[src/rtl/systolic_pkg.sv]
// ============================================================================
// Module      : systolic_pkg
// Description : Shared definitions for the weight-stationary systolic tile:
//               controller state encoding, pipeline latency helper and the
//               default parameter values used by the tile, PE and interface.
// Revision    : 1.0 - initial release
// ============================================================================
`default_nettype none

package systolic_pkg;

    localparam int DEF_ARRAY_SIZE = 4;
    localparam int DEF_DATA_WIDTH = 8;
    localparam int DEF_ACC_WIDTH  = 18;

    typedef enum logic [1:0] {
        ST_IDLE  = 2'd0,
        ST_LOAD  = 2'd1,
        ST_READY = 2'd2,
        ST_DRAIN = 2'd3
    } state_e;

    // Accept-to-result latency: N skew/compute stages plus N deskew/output
    // stages.
    function automatic int calc_latency(input int n);
        return 2 * n;
    endfunction

endpackage

`default_nettype wire

[src/rtl/systolic_tile_if.sv]
// ============================================================================
// Module      : systolic_tile_if
// Description : Handshake and data bundle of the systolic tile.
//               master : drives weight beats and activation vectors
//               slave  : the tile; returns ready/valid, results and status
// Signals     : load/wload_ready/weights      - weight-row beat channel
//               act_valid/act_ready/activations - activation vector channel
//               out_valid/output_row           - result channel
//               weights_loaded                 - weight matrix resident
// Revision    : 1.0 - initial release
// ============================================================================
`default_nettype none

interface systolic_tile_if
    import systolic_pkg::*;
#(
    parameter int ARRAY_SIZE = DEF_ARRAY_SIZE,
    parameter int DATA_WIDTH = DEF_DATA_WIDTH,
    parameter int ACC_WIDTH  = DEF_ACC_WIDTH
) ();

    logic                             load;
    logic                             wload_ready;
    logic [ARRAY_SIZE*DATA_WIDTH-1:0] weights;
    logic                             act_valid;
    logic                             act_ready;
    logic [ARRAY_SIZE*DATA_WIDTH-1:0] activations;
    logic                             out_valid;
    logic [ARRAY_SIZE*ACC_WIDTH-1:0]  output_row;
    logic                             weights_loaded;

    modport master (
        output load, weights, act_valid, activations,
        input  wload_ready, act_ready, out_valid, output_row, weights_loaded
    );

    modport slave (
        input  load, weights, act_valid, activations,
        output wload_ready, act_ready, out_valid, output_row, weights_loaded
    );

endinterface

`default_nettype wire

[src/rtl/systolic_pe.sv]
// ============================================================================
// Module      : systolic_pe
// Description : One processing element of the weight-stationary grid.
//               Holds a stationary weight (shifted down while loading),
//               forwards the activation east through a register and adds
//               a*w to the partial sum arriving from above.
// Ports       : clk, reset          - clock, synchronous active-high reset
//               w_shift             - capture w_in into the weight register
//               w_in  / w_out       - weight from above / to below
//               a_in  / a_out       - activation from west / to east
//               psum_in / psum_out  - partial sum from above / to below
// Config      : SYSTOLIC_SIGNED_EN selects two's-complement arithmetic.
// Revision    : 1.0 - initial release
// ============================================================================
`default_nettype none

module systolic_pe
    import systolic_pkg::*;
#(
    parameter int DATA_WIDTH = DEF_DATA_WIDTH,
    parameter int ACC_WIDTH  = DEF_ACC_WIDTH
) (
    input  wire logic                  clk,
    input  wire logic                  reset,
    input  wire logic                  w_shift,
    input  wire logic [DATA_WIDTH-1:0] w_in,
    input  wire logic [DATA_WIDTH-1:0] a_in,
    input  wire logic [ACC_WIDTH-1:0]  psum_in,
    output logic      [DATA_WIDTH-1:0] w_out,
    output logic      [DATA_WIDTH-1:0] a_out,
    output logic      [ACC_WIDTH-1:0]  psum_out
);

    localparam int c_PROD_W = 2 * DATA_WIDTH;

    logic [DATA_WIDTH-1:0] r_weight_q, w_weight_d;
    logic [DATA_WIDTH-1:0] r_act_q,    w_act_d;
    logic [ACC_WIDTH-1:0]  r_psum_q,   w_psum_d;
    logic [c_PROD_W-1:0]   w_prod;
    logic [ACC_WIDTH-1:0]  w_prod_ext;

    always_comb begin
        w_weight_d = w_shift ? w_in : r_weight_q;
        w_act_d    = a_in;
`ifdef SYSTOLIC_SIGNED_EN
        // Operands are sign-extended to the product width first, so the
        // low bits of the unsigned multiply are the exact signed product.
        w_prod     = {{DATA_WIDTH{a_in[DATA_WIDTH-1]}}, a_in}
                   * {{DATA_WIDTH{r_weight_q[DATA_WIDTH-1]}}, r_weight_q};
        w_prod_ext = {{(ACC_WIDTH-c_PROD_W){w_prod[c_PROD_W-1]}}, w_prod};
`else
        w_prod     = {{DATA_WIDTH{1'b0}}, a_in}
                   * {{DATA_WIDTH{1'b0}}, r_weight_q};
        w_prod_ext = {{(ACC_WIDTH-c_PROD_W){1'b0}}, w_prod};
`endif
        w_psum_d   = psum_in + w_prod_ext;
    end

    always_ff @(posedge clk) begin
        if (reset) begin
            r_weight_q <= '0;
            r_act_q    <= '0;
            r_psum_q   <= '0;
        end else begin
            r_weight_q <= w_weight_d;
            r_act_q    <= w_act_d;
            r_psum_q   <= w_psum_d;
        end
    end

    assign w_out    = r_weight_q;
    assign a_out    = r_act_q;
    assign psum_out = r_psum_q;

endmodule

`default_nettype wire

[src/rtl/systolic_tile.sv]
// ============================================================================
// Module      : systolic_tile
// Description : Weight-stationary NxN systolic matrix-vector tile.
//               Weight rows shift in from the top; activation lane r enters
//               row r after an r-cycle skew, partial sums flow down, and the
//               column sums are deskewed so all columns emerge together
//               2*N cycles after the vector was accepted.
// Ports       : clk    - clock
//               reset  - synchronous active-high reset
//               bus    - systolic_tile_if.slave (weight, activation and
//                        result channels plus weights_loaded status)
// Config      : SYSTOLIC_SIGNED_EN selects two's-complement arithmetic.
// Revision    : 1.0 - initial release
// ============================================================================
`default_nettype none

module systolic_tile
    import systolic_pkg::*;
#(
    parameter int ARRAY_SIZE = DEF_ARRAY_SIZE,
    parameter int DATA_WIDTH = DEF_DATA_WIDTH,
    parameter int ACC_WIDTH  = DEF_ACC_WIDTH
) (
    input  wire logic       clk,
    input  wire logic       reset,
    systolic_tile_if.slave  bus
);

    localparam int c_LATENCY = calc_latency(ARRAY_SIZE);
    localparam int c_BEAT_W  = $clog2(ARRAY_SIZE);
    localparam int c_CNT_W   = $clog2(c_LATENCY + 1);

    // ------------------------------------------------------------------
    // Controller state
    // ------------------------------------------------------------------
    state_e                          r_state_q,     w_state_d;
    logic [c_BEAT_W-1:0]             r_beat_q,      w_beat_d;
    logic [c_CNT_W-1:0]              r_inflight_q,  w_inflight_d;
    logic [c_LATENCY-1:0]            r_vpipe_q,     w_vpipe_d;
    logic                            r_out_valid_q, w_out_valid_d;
    logic [ARRAY_SIZE*ACC_WIDTH-1:0] r_out_row_q,   w_out_row_d;

    logic w_wload_ready;
    logic w_act_ready;
    logic w_beat;
    logic w_accept;
    logic w_emit;

    // ------------------------------------------------------------------
    // Datapath interconnect
    // ------------------------------------------------------------------
    logic [DATA_WIDTH-1:0]           w_a_link  [ARRAY_SIZE][ARRAY_SIZE];
    logic [DATA_WIDTH-1:0]           w_w_link  [ARRAY_SIZE][ARRAY_SIZE];
    logic [ACC_WIDTH-1:0]            w_ps_link [ARRAY_SIZE][ARRAY_SIZE];
    logic [ACC_WIDTH-1:0]            w_col_sum [ARRAY_SIZE];
    logic [ARRAY_SIZE*ACC_WIDTH-1:0] w_col_row;
    // Activations leaving the east edge and weights leaving the bottom edge
    // have nowhere to go.
    logic [DATA_WIDTH-1:0]           w_east_unused   [ARRAY_SIZE];
    logic [DATA_WIDTH-1:0]           w_bottom_unused [ARRAY_SIZE];

    assign w_wload_ready = (r_state_q == ST_IDLE) || (r_state_q == ST_LOAD) ||
                           ((r_state_q == ST_READY) && (r_inflight_q == '0));
    // A pending weight beat takes priority over a waiting activation vector.
    assign w_act_ready   = (r_state_q == ST_READY) && !bus.load;
    assign w_beat        = bus.load && w_wload_ready;
    assign w_accept      = bus.act_valid && w_act_ready;
    // A result leaves the deskew stage on the edge that sets out_valid.
    assign w_emit        = r_vpipe_q[c_LATENCY-1];

    always_comb begin
        w_state_d = r_state_q;
        w_beat_d  = r_beat_q;
        case (r_state_q)
            ST_IDLE: begin
                if (w_beat) begin
                    w_state_d = ST_LOAD;
                    w_beat_d  = c_BEAT_W'(1);
                end
            end
            ST_LOAD: begin
                if (w_beat) begin
                    if (r_beat_q == c_BEAT_W'(ARRAY_SIZE - 1)) begin
                        w_state_d = ST_READY;
                        w_beat_d  = '0;
                    end else begin
                        w_beat_d  = r_beat_q + 1'b1;
                    end
                end
            end
            ST_READY: begin
                if (bus.load) begin
                    if (r_inflight_q == '0) begin
                        w_state_d = ST_LOAD;
                        w_beat_d  = c_BEAT_W'(1);
                    end else begin
                        w_state_d = ST_DRAIN;
                    end
                end
            end
            ST_DRAIN: begin
                if (r_inflight_q == '0) begin
                    w_state_d = ST_LOAD;
                    w_beat_d  = '0;
                end
            end
            default: begin
                w_state_d = ST_IDLE;
                w_beat_d  = '0;
            end
        endcase

        case ({w_accept, w_emit})
            2'b10:   w_inflight_d = r_inflight_q + 1'b1;
            2'b01:   w_inflight_d = r_inflight_q - 1'b1;
            default: w_inflight_d = r_inflight_q;
        endcase

        w_vpipe_d     = {r_vpipe_q[c_LATENCY-2:0], w_accept};
        w_out_valid_d = w_emit;
        w_out_row_d   = w_emit ? w_col_row : r_out_row_q;
    end

    always_ff @(posedge clk) begin
        if (reset) begin
            r_state_q     <= ST_IDLE;
            r_beat_q      <= '0;
            r_inflight_q  <= '0;
            r_vpipe_q     <= '0;
            r_out_valid_q <= 1'b0;
            r_out_row_q   <= '0;
        end else begin
            r_state_q     <= w_state_d;
            r_beat_q      <= w_beat_d;
            r_inflight_q  <= w_inflight_d;
            r_vpipe_q     <= w_vpipe_d;
            r_out_valid_q <= w_out_valid_d;
            r_out_row_q   <= w_out_row_d;
        end
    end

    // ------------------------------------------------------------------
    // Input skew: lane r passes through r+1 registers. Idle cycles load
    // zeros so bubbles contribute nothing to the column sums.
    // ------------------------------------------------------------------
    for (genvar r = 0; r < ARRAY_SIZE; r++) begin : g_skew
        logic [DATA_WIDTH-1:0] r_skew_q [0:r];
        logic [DATA_WIDTH-1:0] w_skew_d [0:r];

        always_comb begin
            w_skew_d[0] = w_accept ? bus.activations[r*DATA_WIDTH +: DATA_WIDTH] : '0;
            for (int k = 1; k <= r; k++) begin
                w_skew_d[k] = r_skew_q[k-1];
            end
        end

        always_ff @(posedge clk) begin
            if (reset) begin
                for (int k = 0; k <= r; k++) begin
                    r_skew_q[k] <= '0;
                end
            end else begin
                r_skew_q <= w_skew_d;
            end
        end

        assign w_a_link[r][0] = r_skew_q[r];
    end

    // Top edge: new weight row enters row 0, partial sums start at zero.
    for (genvar c = 0; c < ARRAY_SIZE; c++) begin : g_top
        assign w_w_link[0][c]  = bus.weights[c*DATA_WIDTH +: DATA_WIDTH];
        assign w_ps_link[0][c] = '0;
    end

    // ------------------------------------------------------------------
    // PE grid
    // ------------------------------------------------------------------
    for (genvar r = 0; r < ARRAY_SIZE; r++) begin : g_row
        for (genvar c = 0; c < ARRAY_SIZE; c++) begin : g_col
            logic [DATA_WIDTH-1:0] w_a_out;
            logic [DATA_WIDTH-1:0] w_w_out;
            logic [ACC_WIDTH-1:0]  w_ps_out;

            systolic_pe #(
                .DATA_WIDTH (DATA_WIDTH),
                .ACC_WIDTH  (ACC_WIDTH)
            ) u_pe (
                .clk      (clk),
                .reset    (reset),
                .w_shift  (w_beat),
                .w_in     (w_w_link[r][c]),
                .a_in     (w_a_link[r][c]),
                .psum_in  (w_ps_link[r][c]),
                .w_out    (w_w_out),
                .a_out    (w_a_out),
                .psum_out (w_ps_out)
            );

            if (c < ARRAY_SIZE - 1) begin : g_east
                assign w_a_link[r][c+1] = w_a_out;
            end else begin : g_east_edge
                assign w_east_unused[r] = w_a_out;
            end

            if (r < ARRAY_SIZE - 1) begin : g_down
                assign w_w_link[r+1][c]  = w_w_out;
                assign w_ps_link[r+1][c] = w_ps_out;
            end else begin : g_bottom_edge
                assign w_bottom_unused[c] = w_w_out;
                assign w_col_sum[c]       = w_ps_out;
            end
        end
    end

    // ------------------------------------------------------------------
    // Output deskew: column c finishes c cycles after column 0, so it is
    // delayed by N-1-c cycles to line all columns up.
    // ------------------------------------------------------------------
    for (genvar c = 0; c < ARRAY_SIZE; c++) begin : g_deskew
        localparam int c_DEPTH = ARRAY_SIZE - 1 - c;

        if (c_DEPTH == 0) begin : g_pass
            assign w_col_row[c*ACC_WIDTH +: ACC_WIDTH] = w_col_sum[c];
        end else begin : g_dly
            logic [ACC_WIDTH-1:0] r_dly_q [c_DEPTH];
            logic [ACC_WIDTH-1:0] w_dly_d [c_DEPTH];

            always_comb begin
                w_dly_d[0] = w_col_sum[c];
                for (int k = 1; k < c_DEPTH; k++) begin
                    w_dly_d[k] = r_dly_q[k-1];
                end
            end

            always_ff @(posedge clk) begin
                if (reset) begin
                    for (int k = 0; k < c_DEPTH; k++) begin
                        r_dly_q[k] <= '0;
                    end
                end else begin
                    r_dly_q <= w_dly_d;
                end
            end

            assign w_col_row[c*ACC_WIDTH +: ACC_WIDTH] = r_dly_q[c_DEPTH-1];
        end
    end

    // ------------------------------------------------------------------
    // Interface outputs
    // ------------------------------------------------------------------
    assign bus.wload_ready    = w_wload_ready;
    assign bus.act_ready      = w_act_ready;
    assign bus.out_valid      = r_out_valid_q;
    assign bus.output_row     = r_out_row_q;
    assign bus.weights_loaded = (r_state_q == ST_READY) || (r_state_q == ST_DRAIN);

endmodule

`default_nettype wire

[src/flat_wrapper.sv]
// flat-port wrapper written by rule: the top's interface ports become plain ports
module systolic_tile_flat import systolic_pkg::*;
#(
    parameter int ARRAY_SIZE = DEF_ARRAY_SIZE,
    parameter int DATA_WIDTH = DEF_DATA_WIDTH,
    parameter int ACC_WIDTH  = DEF_ACC_WIDTH
)
  (clk, reset, bus_load, bus_weights, bus_act_valid, bus_activations, bus_wload_ready, bus_act_ready, bus_out_valid, bus_output_row, bus_weights_loaded);
  systolic_tile_if #(.ARRAY_SIZE(ARRAY_SIZE), .DATA_WIDTH(DATA_WIDTH), .ACC_WIDTH(ACC_WIDTH)) bus_i ();
  input  wire logic clk;
  input  wire logic reset;
  input wire logic [$bits(bus_i.load)-1:0] bus_load;
  input wire logic [$bits(bus_i.weights)-1:0] bus_weights;
  input wire logic [$bits(bus_i.act_valid)-1:0] bus_act_valid;
  input wire logic [$bits(bus_i.activations)-1:0] bus_activations;
  output wire logic [$bits(bus_i.wload_ready)-1:0] bus_wload_ready;
  output wire logic [$bits(bus_i.act_ready)-1:0] bus_act_ready;
  output wire logic [$bits(bus_i.out_valid)-1:0] bus_out_valid;
  output wire logic [$bits(bus_i.output_row)-1:0] bus_output_row;
  output wire logic [$bits(bus_i.weights_loaded)-1:0] bus_weights_loaded;
  assign bus_i.load = bus_load;
  assign bus_i.weights = bus_weights;
  assign bus_i.act_valid = bus_act_valid;
  assign bus_i.activations = bus_activations;
  assign bus_wload_ready = bus_i.wload_ready;
  assign bus_act_ready = bus_i.act_ready;
  assign bus_out_valid = bus_i.out_valid;
  assign bus_output_row = bus_i.output_row;
  assign bus_weights_loaded = bus_i.weights_loaded;
  systolic_tile #(.ARRAY_SIZE(ARRAY_SIZE), .DATA_WIDTH(DATA_WIDTH), .ACC_WIDTH(ACC_WIDTH)) u_core (.clk(clk), .reset(reset), .bus(bus_i));
endmodule
[config.mk]
export PLATFORM = sky130hd
export DESIGN_NAME = systolic_tile_flat
export DESIGN_NICKNAME = d
export VERILOG_FILES = /design/src/rtl/systolic_pkg.sv /design/src/rtl/systolic_tile_if.sv /design/src/rtl/systolic_pe.sv /design/src/rtl/systolic_tile.sv /design/src/flat_wrapper.sv
export SDC_FILE = /design/constraint.sdc
export NUM_CORES = 2
export LEC_CHECK = 0
export ABC_CLOCK_PERIOD_IN_PS = 6400
export CORE_MARGIN = 3
export CORE_UTILIZATION = 50
export DETAILED_ROUTE_END_ITERATION = 7
export GPL_ROUTABILITY_DRIVEN = 1
export PLACE_DENSITY = 0.68
export SETUP_SLACK_MARGIN = 0.05
export SLEW_MARGIN = 25
export SYNTH_ARGS = -nofsm -noshare
export SYNTH_HDL_FRONTEND = slang
export SYNTH_HIERARCHICAL = 1
export SYNTH_SLANG_ARGS = --single-unit
export TNS_END_PERCENT = 1
[constraint.sdc]
create_clock -name clk -period 6.4 [get_ports clk]
set_input_delay 1.6 -clock clk [delete_from_list [all_inputs] [get_ports clk]]
set_output_delay 1.6 -clock clk [all_outputs]
set_load 0.05 [all_outputs]
-- Word-level counts from Yosys, hierarchy flattened
Cells that the tools add are included.
- bits of input ports: 68
- word-level logic and storage cells: 141
- output and inout port bits: 76
- flip-flop bits (word level): 789
- reduce and logical (&&, ||, !) cells: 14
- bitwise gates (word level): 1
- muxes and demuxes: 13
- multipliers: 16
- equal/unequal tests: 12
- $add $sub $neg: 15
- operators by type and width (operator ; count):
    multiplier 8 x 8 -> 16 bit ; 16
    adder 18 x 16 -> 18 bit ; 12
    two-way mux 2 bit ; 10
    one-hot mux 2 bit (4 select lines) ; 2
    inequality test 2 bit (second input constant) ; 5
    AND reduction 5 bit ; 2
    == test 2 bit (second input constant) ; 4
    one-hot mux 4 bit (2 select lines) ; 1
    adder 4 x 1 -> 4 bit (second input constant) ; 1
    == test 2 x 1 -> 1 bit (second input constant) ; 2
    logical AND 1 bit ; 4
    logical NOT 4 bit ; 1
    subtractor 4 x 1 -> 4 bit (second input constant) ; 1
    logical OR 1 bit ; 3
    adder 2 x 1 -> 2 bit (second input constant) ; 1
    logical NOT 2 bit ; 1
    inequality test 2 x 1 -> 1 bit (second input constant) ; 1
    nonzero test 2 bit ; 1
    OR reduction 2 bit ; 1
    logical NOT 1 bit ; 1
    inverter 1 bit ; 1

-- Depth between registers and ports, before layout
- depth after elaboration: 6
- mapped depth: 17
- mapped depth without buffers: 15

-- Modules after synthesis
The synthesis kept the hierarchy.
- modules (own cells, without submodules) (module ; instances ; sequential area each (µm²) ; cells an instance ; area each (µm²)):
    systolic_pe (u_core.g_row[1].g_col[2].u_pe ...) ; 7 ; 680.7 ; 408 ; 3669.8
    systolic_pe (u_core.g_row[0].g_col[0].u_pe ...) ; 5 ; 680.7 ; 400 ; 3595.9
    systolic_tile ; 1 ; 5545.3 ; 715 ; 8360.5
    systolic_pe (u_core.g_row[3].g_col[1].u_pe ...) ; 2 ; 680.7 ; 399 ; 3609.7
    systolic_pe (u_core.g_row[3].g_col[3].u_pe) ; 1 ; 680.7 ; 411 ; 3662.3
    systolic_pe (u_core.g_row[1].g_col[1].u_pe) ; 1 ; 680.7 ; 408 ; 3636.0

-- Least setup slack after synthesis
Ideal clock, no wire load.
- path type: register to register
- start point: register u_core/g_skew[0].r_skew_q[5] (netlist name)
- end point: register u_core.g_row[0].g_col[0].u_pe.r_psum_q[16]
- path buffers: 2
- setup slack: 1.994 ns
- required time: 6.279 ns
- arrival: 4.286 ns
- clock period less this slack: 4.406 ns
- stages on the path, launching flop included: 17
- setup time: 0.121 ns
- cell sequence: dfxtp_1 -> clkbuf_1 -> nand2_1 -> fa_1 -> inv_1 -> fa_1 -> inv_1 -> fa_1 -> inv_1 -> fa_1 -> ha_1 -> clkbuf_1 -> and4_1 -> a21boi_0 -> a31oi_1 -> a211oi_1 -> mux2_2
- RTL lines (element ; RTL line ; RTL):
    to (signal assigned) ; systolic_pe.sv:67 ; r_psum_q <= w_psum_d;
    to (decl) ; systolic_pe.sv:38 ; logic [ACC_WIDTH-1:0] r_psum_q, w_psum_d;

-- Final worst setup path
- start point: register u_core.g_row[0].g_col[1].u_pe.r_weight_q[7]
- end point: register u_core.g_row[0].g_col[1].u_pe.r_psum_q[12]
- longest elaborated chain between the ends: 1
- RTL lines (element ; RTL line ; RTL):
    from (decl) ; systolic_pe.sv:36 ; logic [DATA_WIDTH-1:0] r_weight_q, w_weight_d;
    from (signal assigned) ; systolic_pe.sv:65 ; r_weight_q <= w_weight_d;
    multiplier 8 x 8 -> 16 bit ; systolic_pe.sv:53 ; * {{DATA_WIDTH{1'b0}}, r_weight_q};
    to (signal assigned) ; systolic_pe.sv:67 ;
    to (decl) ; systolic_pe.sv:38 ;
Every way passes these cells.
A chain may end at the register's enable or synchronous reset.

==> flow_metrics.py <==
metrics = {
    "run_status": {
        "outcome": "completed",
    },
    "route": {
        "first_iter_violations": 1699,
        "drc_errors": 0,
        "first_pass_iters": 5,
        "ant_nets": 0,
        "drt-wirelength-per-cell_um": 14.42,
        "avgViaCountPerCell": 5.030,
        "vias": 45630,
        "wl_mm": 130.8,
    },
    "worst_setup_path": {
        "setup.worst_path.start_class": "register",
        "cp_cell_sequence": "nand2_1 -> fa_1 -> fa_1 -> inv_1 -> fa_1 -> inv_1 -> fa_1 -> inv_1 -> ha_1 -> a21oi_1 -> nand2_1 -> o211a_1 -> a311oi_1 -> mux2_2",
        "worstPathBufferInverterCount": 3,
        "cpMostUsedCell": "fa_1",
        "cpPeakStageDelay_ns": 0.56,
        "crit_type": "register to register",
        "regToRegSetupSlack_ns": 1.60,
        "worstPathMaxFanout": 10,
        "critPathTopFamily": "adder cells",
        "slowest_stage": "fa_1",
        "cp.required_ns": 6.96,
        "worstPathArrival_ns": 5.35,
        "worstSetupEndpointType": "register",
    },
    "pwr": {
        "p_per_area_nw_per_um2": 155.6,
        "p_int_w": 0.008358,
        "ir_drop_v": 0.0002235,
        "comb_power_share_pct": 7.2,
        "p_clk_share_pct": 47.0,
        "p_leak_nw": 35.87,
        "p_sw_share_pct": 25.51,
        "pwr-share-seq_pct": 45.7,
        "power.switching_w": 0.002863,
    },
    "sta": {
        "maxSlewHeadroom_pct": 31.44,
        "hold_viol_final": 0,
        "slew_violations": 0,
        "fin_tns_setup_ns": 0,
        "fmax_ghz": 0.2085,
        "final-setup-viol-count": 0,
        "min_period_over_period_pct": 74.93,
        "setup_slack_ns": 1.605,
        "clock_skew_ns": 0.05299,
        "rsz0062_at_grt": "no",
        "period_needed_ns": 4.795,
        "tightest_slew_ns": 1.028,
    },
    "yosys": {
        "netlist_area_um2": 65710,
        "syn_area_per_cell_um2": 9.223,
        "ys_warn_count": 6,
        "syn_inst": 7124,
    },
    "die": {
        "die_height_um": 368.5,
        "io_pins": 144,
        "initial_core_util_pct": 50.55,
        "die-area_um2": 135800,
        "row_count": 132,
        "fp.dieW_um": 368.5,
        "core_um2": 130000,
    },
    "final_layout": {
        "synthToLayoutAreaGrowth_pct": 9.759,
        "mostFrequentLayoutCells": "1,482 x inv_1, 800 x fa_1, 788 x dfxtp_1",
        "drive_gt1_share_pct": 4.188,
        "diodes": 0,
        "finalNetCount": 8771,
        "layout_commonest_cell": "inv_1",
    },
    "placement": {
        "hpwl_mm": 103.1,
        "dp_slack_ns": 1.633,
        "gp_congestion": 0.8431,
        "io_buffer_count": 143,
    },
    "clock_tree": {
        "cts_buffers": 91,
        "insertion_delay_ns": 0.72,
        "ctsHtreeMaxLevel": 3,
        "cts-resized-gates": 0,
        "path_clk_slew_ns": 0.06,
        "cts_setup_buffers": 0,
        "cts_buffer_depth": 3,
        "clock_sinks": 789,
        "cts_tree": "built",
        "holdBufCountCts": 0,
        "clock_tree.root_cell": "clkbuf_16",
    },
    "global_routing": {
        "antenna_found_initial": 0,
        "grt_overflow_total": 0,
        "grt_max_degree": 117,
        "grt_first_pass_wirelength_mm": 230.9,
        "grt_pass1_vias": 49210,
        "grt.total_usage_pct": 20.15,
    },
    "flow_run": {
        "max-cap-violations": 0,
    },
    "hold_path": {
        "hp-class": "register to register",
    },
}
## metrics by stage
step           cell area [um2]  power [W]  utilization (%)  hold slack, ns  std cells
3_3_place_gp             69020   0.006042            53.10          0.4154       8904
6_report                 72120    0.01122            55.48          0.4269       9073
5_1_grt                  72120    0.01171            55.48          0.4502       9073
4_1_cts                  72120    0.01140            55.48          0.4297       9073
2_1_floorplan            65970   0.005800                -          0.4138       7195
3_5_place_dp             69020   0.006059            53.10          0.4204       8904
## power groups by stage
stage	clock network, W	registers (W)	logic [W]
after floorplan	0	0.00518	0.000624
after global placement	0	0.00524	0.000804
final	0.00528	0.00513	0.000813
after global routing	0.00563	0.00515	0.000934
after CTS	0.00545	0.00513	0.000823
after detailed placement	0	0.00524	0.000816
## metal layers
metal	vias up	part of all wire [%]	track usage, %	wire (um)
li1	22170	-	-	-
met2	644	52	37.62	67760
met3	221	2.9	2.352	3799
met5	-	0	0	0
met4	0	2.8	5.921	3716
met1	22600	42	24.19	55520
## registers in the layout, indices dropped and copies added (netlist names)
register,count
u_core/g_row.g_col.u_pe/w_out,128
u_core/bus.output_row,72
u_core/r_state_q,2
u_core/g_skew.r_skew_q,80
u_core/g_deskew.g_dly.r_dly_q,108
u_core/r_beat_q,2
u_core/g_row.g_col.u_pe/a_out,96
u_core/r_vpipe_q,8
u_core/g_row.g_col.u_pe/psum_out,288
u_core/bus.out_valid,1
u_core/r_inflight_q,4
## final timing paths
kind                                                                start                                         end  depth (start not counted)
worst max-delay path               u_core/g_row[0].g_col[1].u_pe/w_out[7]  u_core/g_row[0].g_col[1].u_pe/psum_out[12]                         14
worst min-delay path            u_core/g_row[3].g_col[0].u_pe/psum_out[8]        u_core/g_deskew[0].g_dly.r_dly_q[44]                          1
worst max register to register     u_core/g_row[0].g_col[1].u_pe/w_out[7]  u_core/g_row[0].g_col[1].u_pe/psum_out[12]                         14
worst min register to register  u_core/g_row[3].g_col[0].u_pe/psum_out[8]        u_core/g_deskew[0].g_dly.r_dly_q[44]                          1
## worst register-to-register path, cell delays in order (launching register included)
cell and delay (ns):
dfxtp_1 0.50, nand2_1 0.15, fa_1 0.54, fa_1 0.56
inv_1 0.06, fa_1 0.52, inv_1 0.05, fa_1 0.52
inv_1 0.04, ha_1 0.35, a21oi_1 0.24, nand2_1 0.11
o211a_1 0.31, a311oi_1 0.35, mux2_2 0.38
## area by class of cell
type	count	area [um2]
timing repair buffer	160	1639
fill	11650	57860
clock inverter	51	621.8
inverter	1482	5563
sequential	789	15800
multi-input combinational	4731	43840
tap	1742	2180
clock buffer	118	2479
(Power assumes the default switching activity.)
